===== config.mk =====
export PLATFORM = sky130hd
export DESIGN_NAME = apb_bridge_n_flat
export DESIGN_NICKNAME = d
export VERILOG_FILES = /design/src/rtl/apb_bridge_n_if.sv /design/src/rtl/apb_bridge_n.sv /design/src/flat_wrapper.sv
export SDC_FILE = /design/constraint.sdc
export NUM_CORES = 1
export LEC_CHECK = 0
export ABC_AREA = 0
export BUFFER_PORTS_ARGS = -buffer_cell sky130_fd_sc_hd__buf_4
export CELL_PAD_IN_SITES_DETAIL_PLACEMENT = 1
export CELL_PAD_IN_SITES_GLOBAL_PLACEMENT = 2
export CORE_MARGIN = 5
export CORE_UTILIZATION = 26
export DETAILED_ROUTE_END_ITERATION = 16
export PLACE_DENSITY = 0.78
export SYNTH_ARGS = -nofsm -noshare
export SYNTH_HDL_FRONTEND = slang
export SYNTH_SLANG_ARGS = --single-unit

===== constraint.sdc =====
create_clock -name pclk -period 1.7 [get_ports pclk]
set_clock_uncertainty 0.1 [all_clocks]
set_input_delay 0.17 -clock pclk [delete_from_list [all_inputs] [get_ports pclk]]
set_output_delay 0.17 -clock pclk [all_outputs]
set_load 0.05 [all_outputs]

===== src/rtl/apb_bridge_n_if.sv =====
// Command/response port plus APB bus bundle for apb_bridge_n.
// master = the bridge side, slave = the command source and the APB slaves.
interface apb_bridge_n_if #(
    parameter int DATA_W  = 8,
    parameter int SLV_AW  = 8,
    parameter int NUM_SLV = 2
);
    localparam int SEL_W = (NUM_SLV > 1) ? $clog2(NUM_SLV) : 1;
    localparam int AW    = SLV_AW + SEL_W;

    logic                        cmd_valid;
    logic                        cmd_ready;
    logic                        cmd_write;
    logic [AW-1:0]               cmd_addr;
    logic [DATA_W-1:0]           cmd_wdata;
    logic                        rsp_valid;
    logic [DATA_W-1:0]           rsp_rdata;
    logic                        rsp_err;
    logic                        rsp_timeout;
    logic [7:0]                  err_cnt;
    logic [NUM_SLV-1:0]          psel;
    logic                        penable;
    logic                        pwrite;
    logic [SLV_AW-1:0]           paddr;
    logic [DATA_W-1:0]           pwdata;
    logic [NUM_SLV*DATA_W-1:0]   prdata_all;
    logic [NUM_SLV-1:0]          pready;
    logic [NUM_SLV-1:0]          pslverr;

    modport master (
        input  cmd_valid, cmd_write, cmd_addr, cmd_wdata,
        input  prdata_all, pready, pslverr,
        output cmd_ready, rsp_valid, rsp_rdata, rsp_err, rsp_timeout, err_cnt,
        output psel, penable, pwrite, paddr, pwdata
    );

    modport slave (
        output cmd_valid, cmd_write, cmd_addr, cmd_wdata,
        output prdata_all, pready, pslverr,
        input  cmd_ready, rsp_valid, rsp_rdata, rsp_err, rsp_timeout, err_cnt,
        input  psel, penable, pwrite, paddr, pwdata
    );
endinterface


===== src/rtl/apb_bridge_n.sv =====
// APB master bridge: one command at a time, SETUP then ACCESS (+waits), one-cycle response pulse.
// Issue interval 3 cycles at zero wait; cmd_ready low while busy; response has no backpressure.
module apb_bridge_n #(
    parameter int DATA_W  = 8,
    parameter int SLV_AW  = 8,
    parameter int NUM_SLV = 2,
    parameter int TIMEOUT = 16
) (
    input  logic          pclk,
    input  logic          rst_n,
    apb_bridge_n_if.master bus
);
    localparam int SEL_W = (NUM_SLV > 1) ? $clog2(NUM_SLV) : 1;
    localparam int AW    = SLV_AW + SEL_W;
    localparam int CNT_W = (TIMEOUT > 1) ? $clog2(TIMEOUT + 1) : 1;
    localparam logic [SEL_W:0] NUM_SLV_W = (SEL_W + 1)'(NUM_SLV);

    localparam logic [1:0] ST_IDLE   = 2'd0;
    localparam logic [1:0] ST_SETUP  = 2'd1;
    localparam logic [1:0] ST_ACCESS = 2'd2;

    logic [1:0]        state;
    logic [SEL_W-1:0]  idx_q;
    logic [CNT_W-1:0]  tmo_cnt;
    logic              pwrite_q;
    logic [SLV_AW-1:0] paddr_q;
    logic [DATA_W-1:0] pwdata_q;
    logic              rsp_valid_q;
    logic              rsp_err_q;
    logic              rsp_timeout_q;
    logic [DATA_W-1:0] rsp_rdata_q;
    logic [7:0]        err_cnt_q;

    logic [SEL_W-1:0]   cmd_idx;
    logic               decode_ok;
    logic [NUM_SLV-1:0] sel_onehot;
    logic               sel_ready;
    logic               sel_err;
    logic [DATA_W-1:0]  sel_rdata;
    logic               tmo_hit;

    assign cmd_idx   = bus.cmd_addr[AW-1:SLV_AW];
    assign decode_ok = ({1'b0, cmd_idx} < NUM_SLV_W);
    assign tmo_hit   = (TIMEOUT != 0) && (tmo_cnt == CNT_W'(TIMEOUT - 1));

    // Only the addressed slave's ready/error/data are looked at.
    always_comb begin
        sel_onehot = '0;
        sel_ready  = 1'b0;
        sel_err    = 1'b0;
        sel_rdata  = '0;
        for (int i = 0; i < NUM_SLV; i++) begin
            if (idx_q == SEL_W'(i)) begin
                sel_onehot[i] = 1'b1;
                sel_ready     = bus.pready[i];
                sel_err       = bus.pslverr[i];
                sel_rdata     = bus.prdata_all[i*DATA_W +: DATA_W];
            end
        end
    end

    always_ff @(posedge pclk or negedge rst_n) begin
        if (!rst_n) begin
            state         <= ST_IDLE;
            idx_q         <= '0;
            tmo_cnt       <= '0;
            pwrite_q      <= 1'b0;
            paddr_q       <= '0;
            pwdata_q      <= '0;
            rsp_valid_q   <= 1'b0;
            rsp_err_q     <= 1'b0;
            rsp_timeout_q <= 1'b0;
            rsp_rdata_q   <= '0;
            err_cnt_q     <= '0;
        end else begin
            rsp_valid_q   <= 1'b0;
            rsp_err_q     <= 1'b0;
            rsp_timeout_q <= 1'b0;
            rsp_rdata_q   <= '0;

            if (rsp_valid_q && rsp_err_q && (err_cnt_q != 8'hFF))
                err_cnt_q <= err_cnt_q + 8'd1;

            case (state)
                ST_IDLE: begin
                    if (bus.cmd_valid) begin
                        pwrite_q <= bus.cmd_write;
                        idx_q    <= cmd_idx;
                        paddr_q  <= bus.cmd_addr[SLV_AW-1:0];
                        pwdata_q <= bus.cmd_wdata;
                        if (decode_ok) begin
                            state   <= ST_SETUP;
                            tmo_cnt <= '0;
                        end else begin
                            rsp_valid_q <= 1'b1;
                            rsp_err_q   <= 1'b1;
                        end
                    end
                end
                ST_SETUP: begin
                    state   <= ST_ACCESS;
                    tmo_cnt <= '0;
                end
                ST_ACCESS: begin
                    if (sel_ready) begin
                        state       <= ST_IDLE;
                        rsp_valid_q <= 1'b1;
                        rsp_err_q   <= sel_err;
                        rsp_rdata_q <= (!pwrite_q && !sel_err) ? sel_rdata : '0;
                    end else if (tmo_hit) begin
                        state         <= ST_IDLE;
                        rsp_valid_q   <= 1'b1;
                        rsp_err_q     <= 1'b1;
                        rsp_timeout_q <= 1'b1;
                    end else begin
                        tmo_cnt <= tmo_cnt + CNT_W'(1);
                    end
                end
                default: state <= ST_IDLE;
            endcase
        end
    end

    // Select/enable decode straight from state so reset clears them without a clock.
    assign bus.cmd_ready   = (state == ST_IDLE);
    assign bus.psel        = (state != ST_IDLE) ? sel_onehot : '0;
    assign bus.penable     = (state == ST_ACCESS);
    assign bus.pwrite      = pwrite_q;
    assign bus.paddr       = paddr_q;
    assign bus.pwdata      = pwdata_q;
    assign bus.rsp_valid   = rsp_valid_q;
    assign bus.rsp_err     = rsp_err_q;
    assign bus.rsp_timeout = rsp_timeout_q;
    assign bus.rsp_rdata   = rsp_rdata_q;
    assign bus.err_cnt     = err_cnt_q;
endmodule


===== src/flat_wrapper.sv =====
// flat-port wrapper written by rule: the top's interface ports become plain ports
module apb_bridge_n_flat 
#(
    parameter int DATA_W  = 8,
    parameter int SLV_AW  = 8,
    parameter int NUM_SLV = 2,
    parameter int TIMEOUT = 16
)
  (pclk, rst_n, bus_cmd_valid, bus_cmd_write, bus_cmd_addr, bus_cmd_wdata, bus_prdata_all, bus_pready, bus_pslverr, bus_cmd_ready, bus_rsp_valid, bus_rsp_rdata, bus_rsp_err, bus_rsp_timeout, bus_err_cnt, bus_psel, bus_penable, bus_pwrite, bus_paddr, bus_pwdata);
  apb_bridge_n_if #(.DATA_W(DATA_W), .SLV_AW(SLV_AW), .NUM_SLV(NUM_SLV)) bus_i ();
  input  logic pclk;
  input  logic rst_n;
  input wire logic [$bits(bus_i.cmd_valid)-1:0] bus_cmd_valid;
  input wire logic [$bits(bus_i.cmd_write)-1:0] bus_cmd_write;
  input wire logic [$bits(bus_i.cmd_addr)-1:0] bus_cmd_addr;
  input wire logic [$bits(bus_i.cmd_wdata)-1:0] bus_cmd_wdata;
  input wire logic [$bits(bus_i.prdata_all)-1:0] bus_prdata_all;
  input wire logic [$bits(bus_i.pready)-1:0] bus_pready;
  input wire logic [$bits(bus_i.pslverr)-1:0] bus_pslverr;
  output wire logic [$bits(bus_i.cmd_ready)-1:0] bus_cmd_ready;
  output wire logic [$bits(bus_i.rsp_valid)-1:0] bus_rsp_valid;
  output wire logic [$bits(bus_i.rsp_rdata)-1:0] bus_rsp_rdata;
  output wire logic [$bits(bus_i.rsp_err)-1:0] bus_rsp_err;
  output wire logic [$bits(bus_i.rsp_timeout)-1:0] bus_rsp_timeout;
  output wire logic [$bits(bus_i.err_cnt)-1:0] bus_err_cnt;
  output wire logic [$bits(bus_i.psel)-1:0] bus_psel;
  output wire logic [$bits(bus_i.penable)-1:0] bus_penable;
  output wire logic [$bits(bus_i.pwrite)-1:0] bus_pwrite;
  output wire logic [$bits(bus_i.paddr)-1:0] bus_paddr;
  output wire logic [$bits(bus_i.pwdata)-1:0] bus_pwdata;
  assign bus_i.cmd_valid = bus_cmd_valid;
  assign bus_i.cmd_write = bus_cmd_write;
  assign bus_i.cmd_addr = bus_cmd_addr;
  assign bus_i.cmd_wdata = bus_cmd_wdata;
  assign bus_i.prdata_all = bus_prdata_all;
  assign bus_i.pready = bus_pready;
  assign bus_i.pslverr = bus_pslverr;
  assign bus_cmd_ready = bus_i.cmd_ready;
  assign bus_rsp_valid = bus_i.rsp_valid;
  assign bus_rsp_rdata = bus_i.rsp_rdata;
  assign bus_rsp_err = bus_i.rsp_err;
  assign bus_rsp_timeout = bus_i.rsp_timeout;
  assign bus_err_cnt = bus_i.err_cnt;
  assign bus_psel = bus_i.psel;
  assign bus_penable = bus_i.penable;
  assign bus_pwrite = bus_i.pwrite;
  assign bus_paddr = bus_i.paddr;
  assign bus_pwdata = bus_i.pwdata;
  apb_bridge_n #(.DATA_W(DATA_W), .SLV_AW(SLV_AW), .NUM_SLV(NUM_SLV), .TIMEOUT(TIMEOUT)) u_core (.pclk(pclk), .rst_n(rst_n), .bus(bus_i));
endmodule

==> metrics.txt, run 1 <==
peak supply drop=0.0006657 V; mean area per synthesized cell=~13 sq um; status=complete, but fails checks; most frequent cells in the layout=buf_4, dfrtp_1, mux2_2; most common cell after layout, fill and taps aside=buf_4; PD cells=roughly 1600 mW/mm^2; DP Area=roughly 0.0028 sq mm; hold depth=2; setup_tns=-42.17 ps; final hold vios=0; DRT Wirelength=between 5000 and 6000 um; via count=1697; PortBufs=80; Hold Path Sink=u_core.bus.pwdata[4]; worst reg2reg path startpoint=u_core.tmo_cnt[0]; # H-tree levels=2; endpoints failing setup=2; Synth top area share=roughly 56%; critical path class=register to register; Max FO, Critical Path=7; cts bufs inserted=5; GR Overflow Total=0; CP Data Required Time=about 1800 ps; cell taking the most area after synthesis=dfrtp_1; Final Instance Area=around 0.0031 sq mm; synth warn=0; startpoint types=register; DR DRC count=0; relative slew slack=between 60% and 70%; layout cell share with drive strength beyond 1=51.11%; Max Cap Viol=0; Final Util=about two fifths; hold path start=bus_cmd_wdata[4]; Hold Path Class=input pin to register; Die H=~97 um; first-pass GRT wire length=9349 um; Post-DRT Antenna Nets=0; final RePlAce weighted congestion=0.7886; register area share after synthesis=a little under three fifths; Tot GR Track Use=between 10 and 15%; post-DR vias/cell=between 4 and 5; core area=about 0.0073 sq mm; synth unique cells=39; pre-CTS WS=-24.54 ps; Final WS setup=-29.94 ps; n_diodes=0; Tcrit/Tclk final=101.8%; # rows=31; # clock sinks=between 40 and 50; 1st-iter DRT viols=27; internal reg-to-reg setup slack=-30 ps; initial antenna violation count=0; FF-to-FF path depth=5; first-pass iteration count of the detailed router=4; Pleak=~0.0014 uW; NumNets Final=roughly 310; flop and latch count out of synthesis=44; clock root buffer master=clkbuf_8; DIE WIDTH=slightly below 100 um; crit path capture type=register; worst-skew pair later-pin latency=approximately 290 ps; post-synthesis instance area=0.001963 sq mm; FMAX=just under 600 MHz; IO Pins=81; max-slew violation count=0; Cells after Synth=157; vias in the first global route=around 1800; Synth area leaders=dfrtp_1, mux2_2, mux2i_1; Layout Area Growth over Synthesis=55.77%; Mapped Nets=between 200 and 250; hpwl dp=between 4000 and 5000 um; WP data arrival=roughly 1800 ps; CTS tree=done; RSZ-0062 raised after global routing=yes; Tmin final=between 1500 and 2000 ps; clock buffer depth=2; R2R Path End=u_core.tmo_cnt[4]; die area=roughly 0.0094 sq mm; DR WL/cell=15.23 um; worst slew pin tran=between 500 and 600 ps; largest net degree at the start of global routing=45; Initial Util=a little over a quarter; clk slew on worst S/H paths=around 80 ps; failing checks=negative setup slack
==> state kept, by name, summed over array words and instances, names as in the netlist <==
signal	count
u_core.bus.rsp_rdata	8
u_core.state	2
u_core.bus.rsp_err	1
u_core.idx_q	1
u_core.bus.paddr	8
u_core.tmo_cnt	5
u_core.bus.pwrite	1
u_core.bus.rsp_valid	1
u_core.bus.rsp_timeout	1
u_core.bus.err_cnt	8
u_core.bus.pwdata	8
==> metal layers <==
metal  vias to the layer above  wire (um)  GRT usage, %
met2                        43       2868         20.22
met1                       862       2418         14.78
met3                         4        283         3.741
met4                         0         49         3.348
li1                        788          -             -
met5                         -          0             0
==> worst max-delay path, stage by stage, from the launching register on <==
cell	delay (ps)
dfrtp_1	400
ha_2	180
and3_4	180
ha_4	180
o31a_1	250
a221o_1	320
==> power breakdown <==
| group | switching (uW) | internal, uW | total (uW) |
|---|---|---|---|
| Sequential | 204 | 1340 | 1550 |
| Combinational | 1650 | 961 | 2610 |
| Clock | 353 | 325 | 678 |
| Total | 2200 | 2630 | 4830 |
==> kinds of logic (layout without fill, tap and decap cells) <==
family                   count (synthesis)  after routing  synth area share [%]
multiplexers                            31             31                 17.40
adder cells (fa/ha/maj)                  3              3                 1.912
buffers and inverters                   11            124                 2.804
AND/OR/NAND/NOR                         47             47                 13.13
flip-flops                              44             44                 56.09
AO/OA/AOI/OAI                           19             19                 7.776
XOR/XNOR                                 2              2                0.8925
==> worst max path at each step <==
stage                                  from                  end  cells after the start
after floorplan             u_core.state[0]  u_core.bus.paddr[7]                      6
after global placement    u_core.tmo_cnt[1]    u_core.tmo_cnt[4]                      5
after detailed placement  u_core.tmo_cnt[0]    u_core.tmo_cnt[2]                      5
after CTS                 u_core.tmo_cnt[0]    u_core.tmo_cnt[4]                      5
after global routing      u_core.tmo_cnt[1]    u_core.tmo_cnt[4]                      5
final                     u_core.tmo_cnt[0]    u_core.tmo_cnt[4]                      5
==> repair_timing <==
action	in CTS	in global routing
hold buffers	15	1
pin swaps	0	2
endpoints found under the setup margin	2	6
resized for setup	1	1
buffers inserted	1	1
endpoints found under the hold margin	58	1
==> synthesized netlist by cell type (all sizes together) <==
cell	number
or4	1
o21ai	2
and3	1
inv	5
a31oi	1
nor2b	1
nor4b	2
buf	6
o211ai	1
nor2	16
o311ai	5
a41o	1
mux2i	9
o31a	1
nand2	4
and4	1
or3b	1
dfrtp	44
nor3	4
a21oi	1
mux2	22
a2111oi	1
nand3b	3
o21a	1
ha	3
a211oi	1
nor4	1
and2	2
nand2b	6
nand3	3
a211o	2
xor2	1
nand4	1
xnor2	1
a221o	2
==> stage by stage <==
stage | total power [uW] | hold WS, ps | cells
6_report | 4835 | 16.99 | 369
5_1_grt | 5084 | 7.017 | 369
4_1_cts | 4910 | 0.4971 | 367
3_5_place_dp | 4165 | 113.5 | 343
3_3_place_gp | 4119 | 113.8 | 343
2_1_floorplan | 3323 | -225.6 | 157
==> area by class of cell <==
type	count	area, sq um
fillers	838	4234
flip-flops and latches	44	1109
repair buffers	111	873.3
multi-input cells	102	837.1
well taps	99	123.9
clock buffers	6	82.58
inverters	5	22.52
clock inverters	2	10.01
Note: power is estimated with default switching activity, not from simulation.
==> run 2: changes to the inputs <==
CTS_CLUSTER_SIZE = 40   (was default)
TNS_END_PERCENT = 1   (was default)
==> run 2 against run 1 <==
  * The flow still finishes with violations (negative setup slack)
  * Clock-buffer cell count increased by 2
  * Routed wire length decreased by 2.1%
  * Final area is 1.5% higher
  * Setup slack gained 26 ps
  * Register-to-register slack improved by 30 ps
  * Power rose by 0.69%
  * Maximum frequency grew 1.5%
==> metrics.txt, run 2 (synthesized netlist as in run 1, its figures left out) <==
startpoint types=register; initial antenna violation count=0 (unchanged); # fillers=841 (+0.36%); clock root buffer master=clkbuf_8; clk slew on worst S/H paths=80 ps (about the same); die area=0.009389 sq mm (unchanged); post-DR vias/cell=4.550 (-1.1%); status=complete, but fails checks; Layout Area Growth over Synthesis=58.13%; GR Overflow Total=0 (unchanged); CTS tree=done; FF-to-FF path depth=5 (unchanged); final hold vios=0 (unchanged); PortBufs=80 (unchanged); cts bufs inserted=5 (unchanged); crit path capture type=register; largest net degree at the start of global routing=45 (unchanged); layout cell share with drive strength beyond 1=50.36% (-0.75 points); clock power share=14.1% (about the same); NumNets Final=317 (+1.3%); R2R Path End=u_core.tmo_cnt[4]; Reg power frac=32.1% (about the same); DIE WIDTH=96.90 um (unchanged); hold path start=bus_cmd_addr[5]; Final Instance Area=0.003104 sq mm (+1.5%); postcts setup bufs=0 (-1); Initial Util=26.92% (unchanged); max-slew violation count=0 (unchanged); peak supply drop=0.0006037 V (-9.3%); worst reg2reg path startpoint=u_core.tmo_cnt[0]; DP Area=0.002813 sq mm (+0.85%); combinational power share=53.9% (about the same); via count=1697 (unchanged); Tmin final=1704 ps (-26.15 ps); worst slew pin tran=582.1 ps (+8.898 ps); Pleak=0.001470 uW (+2.9%); sw power=2206 uW (about the same); switching power share of the total=45.31% (-0.29 points); Int Pwr=2663 uW (+1.2%); n_diodes=0 (unchanged); DR DRC count=0 (unchanged); # clock sinks=44 (unchanged); Die H=96.90 um (unchanged); # H-tree levels=2 (unchanged); worst-skew pair later-pin latency=290 ps (about the same); failing checks=negative setup slack; hpwl dp=4051 um (-1.4%); critical path class=register to register; FMAX=586.9 MHz (+1.5%); Hold Path Sink=u_core.bus.paddr[5]; clock buffer depth=2 (unchanged); most common cell after layout, fill and taps aside=buf_4; final std cells w/o fill=373 (+1.1%); Max Cap Viol=0 (unchanged); internal reg-to-reg setup slack=-4 ps (+30 ps); RSZ-0062 raised after global routing=yes; Tcrit/Tclk final=100.2% (-1.5 points); IO Pins=81 (unchanged); first-pass iteration count of the detailed router=4 (unchanged); PD cells=1568 mW/mm^2 (-0.81%); final RePlAce weighted congestion=0.8204 (+4.0%); CP Data Required Time=1780 ps (about the same); Tot GR Track Use=11.99% (-0.015 points); hold depth=2 (unchanged); # rows=31 (unchanged); relative slew slack=61.20% (-0.59 points); DRT Wirelength=5502 um (-2.1%); most frequent cells in the layout=buf_4, dfrtp_1, mux2_2; Post-DRT Antenna Nets=0 (unchanged); first-pass GRT wire length=9287 um (-0.66%); Placed Cells=349 (+1.7%); Final WS setup=-3.790 ps (+26.15 ps); 1st-iter DRT viols=43 (+59%); endpoints failing setup=2 (unchanged); Max FO, Critical Path=6 (-1); DR WL/cell=14.75 um (-3.1%); core area=0.007292 sq mm (unchanged); Hold Path Class=input pin to register; vias in the first global route=1894 (+3.8%); WP data arrival=1790 ps (about the same)
run 2: per-stage QoR:
step	setup TNS (ps)	setup WS (ps)	hold slack [ps]	utilization (%)	power, uW
after floorplan	-1916	-144.8	-225.6	-	3259
after global placement	-291.9	-93.81	116.2	38.57	4133
after detailed placement	-709.2	-168.5	118.3	38.57	4174
after CTS	-24.93	-20.25	0.2901	41.97	4900
after global routing	-222.6	-76.74	4.117	42.57	5140
final	-4.815	-3.790	8.892	42.57	4868
run 2: cell type report:
class / instances / area, sq um / share of cell area (%)
flip-flops and latches: 44 / 1104 / 35.55
repair buffers: 115 / 915.9 / 29.50
multi-input cells: 102 / 852.1 / 27.45
well taps: 99 / 123.9 / 3.990
clock buffers: 8 / 90.09 / 2.902
inverters: 5 / 18.77 / 0.6046
run 2: critical path: stages, from the launching register on:
cell	delay (ps)
dfrtp_1	400
ha_2	180
and3_4	180
ha_4	170
o31a_1	250
a221o_1	310
run 2: how the worst max path moves through the flow:
stage / cells past startpoint / end / slack (ps) / start
floorplan: 6 / u_core.bus.paddr[7] / -140 / u_core.state[0]
global placement: 5 / u_core.tmo_cnt[4] / -90 / u_core.tmo_cnt[0]
detailed placement: 7 / u_core.tmo_cnt[0] / -170 / u_core.tmo_cnt[0]
CTS: 7 / u_core.tmo_cnt[0] / -20 / u_core.tmo_cnt[0]
global route: 5 / u_core.tmo_cnt[4] / -80 / u_core.tmo_cnt[0]
finish: 5 / u_core.tmo_cnt[4] / -4 / u_core.tmo_cnt[0]
run 2: what timing repair did:
action                     in CTS  in global routing
setup endpoints to repair       5                  6
hold buffers                   14                  2
hold endpoints to repair       57                  2
gates cloned                    0                  0
pin swaps                       6                  1
gates resized for setup         5                  7
run 2: power by group through the flow:
stage | logic (uW) | clock network, uW | registers, uW
finish | 2620 | 685 | 1560
detailed placement | 2590 | 0 | 1580
global placement | 2570 | 0 | 1560
CTS | 2620 | 712 | 1560
global route | 2770 | 755 | 1620
floorplan | 832 | 0 | 2430
run 2: routing by layer:
layer | part of all wire, % | GRT usage, %
met1 | 41 | 13.94
met2 | 53 | 21.02
met3 | 5.7 | 4.532
met4 | 0.47 | 2.484
met5 | 0 | 0
==> run 3: changes to the inputs <==
SKIP_LAST_GASP = 1   (was default)
==> run 3 against run 2 <==
  * The run still ends with negative setup slack left
  * Die area did not move
  * Cell count unchanged
  * Setup slack gained 1.6 ps
  * Non-clock buffer count unchanged
  * Critical path depth is the same
  * Clock-buffer cell count stayed put
  * Maximum frequency about the same
  * Sequential share of layout area barely moved
  * Global-route usage barely moved
  * Final area hardly changed
  * Power barely moved
  * Worst hold slack hardly changed
==> metrics.txt, run 3 (synthesized netlist as in run 1, its figures left out) <==
status=complete, but fails checks; failing checks=negative setup slack; CTS tree=done; Max FO, Critical Path=6 (unchanged); DIE WIDTH=96.90 um (unchanged); Hold Path Class=input pin to register; peak supply drop=0.0006038 V (about the same); # H-tree levels=2 (unchanged); clock power share=14.0% (about the same); most frequent cells in the layout=buf_4, dfrtp_1, mux2_2; core area=0.007292 sq mm (unchanged); PortBufs=80 (unchanged); Tot GR Track Use=11.98% (-0.015 points); R2R Path End=u_core.tmo_cnt[4]; layout cell share with drive strength beyond 1=49.64% (-0.73 points); first-pass GRT wire length=9287 um (unchanged); IO Pins=81 (unchanged); internal reg-to-reg setup slack=-2 ps (about the same); Tcrit/Tclk final=100.1% (about the same); DR WL/cell=14.71 um (-0.29%); Max Cap Viol=0 (unchanged); Initial Util=26.92% (unchanged); hold path start=bus_cmd_addr[5]; GR Overflow Total=0 (unchanged); largest net degree at the start of global routing=45 (unchanged); critical path class=register to register; Final WS setup=-2.176 ps (+1.614 ps); via count=1693 (-0.24%); # clock sinks=44 (unchanged); Int Pwr=2661 uW (about the same); vias in the first global route=1895 (+0.053%); # rows=31 (unchanged); n_diodes=0 (unchanged); clock root buffer master=clkbuf_8; postcts setup bufs=0 (unchanged); CP Data Required Time=1780 ps (about the same); DP Area=0.002813 sq mm (unchanged); setup_tns=-2.176 ps (+2.639 ps); initial antenna violation count=0 (unchanged); DRT Wirelength=5486 um (-0.29%); final hold vios=0 (unchanged); RSZ-0062 raised after global routing=yes; # fillers=840 (-0.12%); area of the multi-input gates=852.1 sq um (unchanged); NumNets Final=317 (unchanged); most common cell after layout, fill and taps aside=buf_4; slowest CP cell=dfrtp_1; hold depth=2 (unchanged); sw power=2206 uW (about the same); relative slew slack=61.37% (+0.18 points); max-slew violation count=0 (unchanged); clk slew on worst S/H paths=80 ps (about the same); worst slew pin tran=579.4 ps (-2.647 ps); Post-DRT Antenna Nets=0 (unchanged); switching power share of the total=45.32% (about the same); WP buf/inv=0 (unchanged); Layout Area Growth over Synthesis=58.06% (about the same); final RePlAce weighted congestion=0.8204 (unchanged); critical path's top delay family=compound AO/OA/AOI/OAI gates; Reg power frac=32.1% (about the same); Pleak=0.001471 uW (about the same); clock buffer depth=2 (unchanged); Reg area=0.001102 sq mm (-0.11%); hpwl dp=4051 um (unchanged); Die H=96.90 um (unchanged); crit path capture type=register; DR DRC count=0 (unchanged); combinational power share=53.9% (about the same); slowest cell delay on critical path=390 ps (about the same); Tmin final=1702 ps (-1.614 ps); FF-to-FF path depth=5 (unchanged); final std cells w/o fill=373 (unchanged); startpoint types=register; Final Instance Area=0.003103 sq mm (about the same); WP data arrival=1780 ps (about the same); Placed Cells=349 (unchanged); Hold Path Sink=u_core.bus.paddr[5]; worst-skew pair later-pin latency=290 ps (about the same); PD cells=1568 mW/mm^2 (about the same); CP Cell Sequence=ha_2, and3_4, ha_4, o31a_1, a221o_1; first-pass iteration count of the detailed router=4 (unchanged); Final Util=42.55% (about the same); die area=0.009389 sq mm (unchanged); 1st-iter DRT viols=37 (-14%); worst reg2reg path startpoint=u_core.tmo_cnt[1]; Design Power=4867 uW (about the same); cts bufs inserted=5 (unchanged); FMAX=587.5 MHz (about the same); post-DR vias/cell=4.539 (-0.24%); endpoints failing setup=1 (-1)
-- run 3: cell counts in the layout (fill, tap and decap cells not counted) --
Identical to the previous run, type by type.
-- run 3: stage by stage --
stage / setup WS (ps) / hold slack, ps
after CTS: -73.64 / 0.2901
after global routing: -74.78 / 4.117
after floorplan: -144.8 / -225.6
final: -2.176 / 9.152
after detailed placement: -168.5 / 118.3
after global placement: -93.81 / 116.2
-- run 3: how the worst max path moves through the flow --
stage | from | cells after the start | endpoint
3_3_place_gp | u_core.tmo_cnt[0] | 5 | u_core.tmo_cnt[4]
3_5_place_dp | u_core.tmo_cnt[0] | 7 | u_core.tmo_cnt[0]
4_1_cts | u_core.tmo_cnt[0] | 5 | u_core.tmo_cnt[4]
6_report | u_core.tmo_cnt[1] | 5 | u_core.tmo_cnt[4]
5_1_grt | u_core.tmo_cnt[0] | 5 | u_core.tmo_cnt[4]
2_1_floorplan | u_core.state[0] | 6 | u_core.bus.paddr[7]
-- run 3: timing repair --
action                                  in CTS  in global routing
hold buffers                                14                  2
pin swaps                                    3                  2
endpoints found under the hold margin       57                  2
endpoints found under the setup margin       5                  6
gates resized for setup                      5                  5
-- run 3: power by group through the flow --
stage	Sequential (uW)	Clock (uW)	Combinational (uW)
final	1560	682	2620
after global routing	1610	755	2770
after CTS	1560	712	2620
after detailed placement	1580	0	2590
after global placement	1560	0	2570
after floorplan	2430	0	832
-- run 3: layout make-up --
cell class              instances  area share (%)
clock buffers                   8           2.903
multi-input cells             102           27.46
flip-flops and latches         44           35.52
well taps                      99           3.992
inverters                       5          0.6048
repair buffers                115           29.52
-- run 3: metal layers --
| layer | vias up | wire length [um] | track usage, % |
|---|---|---|---|
| met2 | 45 | 2891 | 21.02 |
| met5 | - | 0 | 0 |
| met4 | 0 | 26 | 2.484 |
| met1 | 846 | 2259 | 13.89 |
| li1 | 800 | - | - |
| met3 | 2 | 308 | 4.532 |
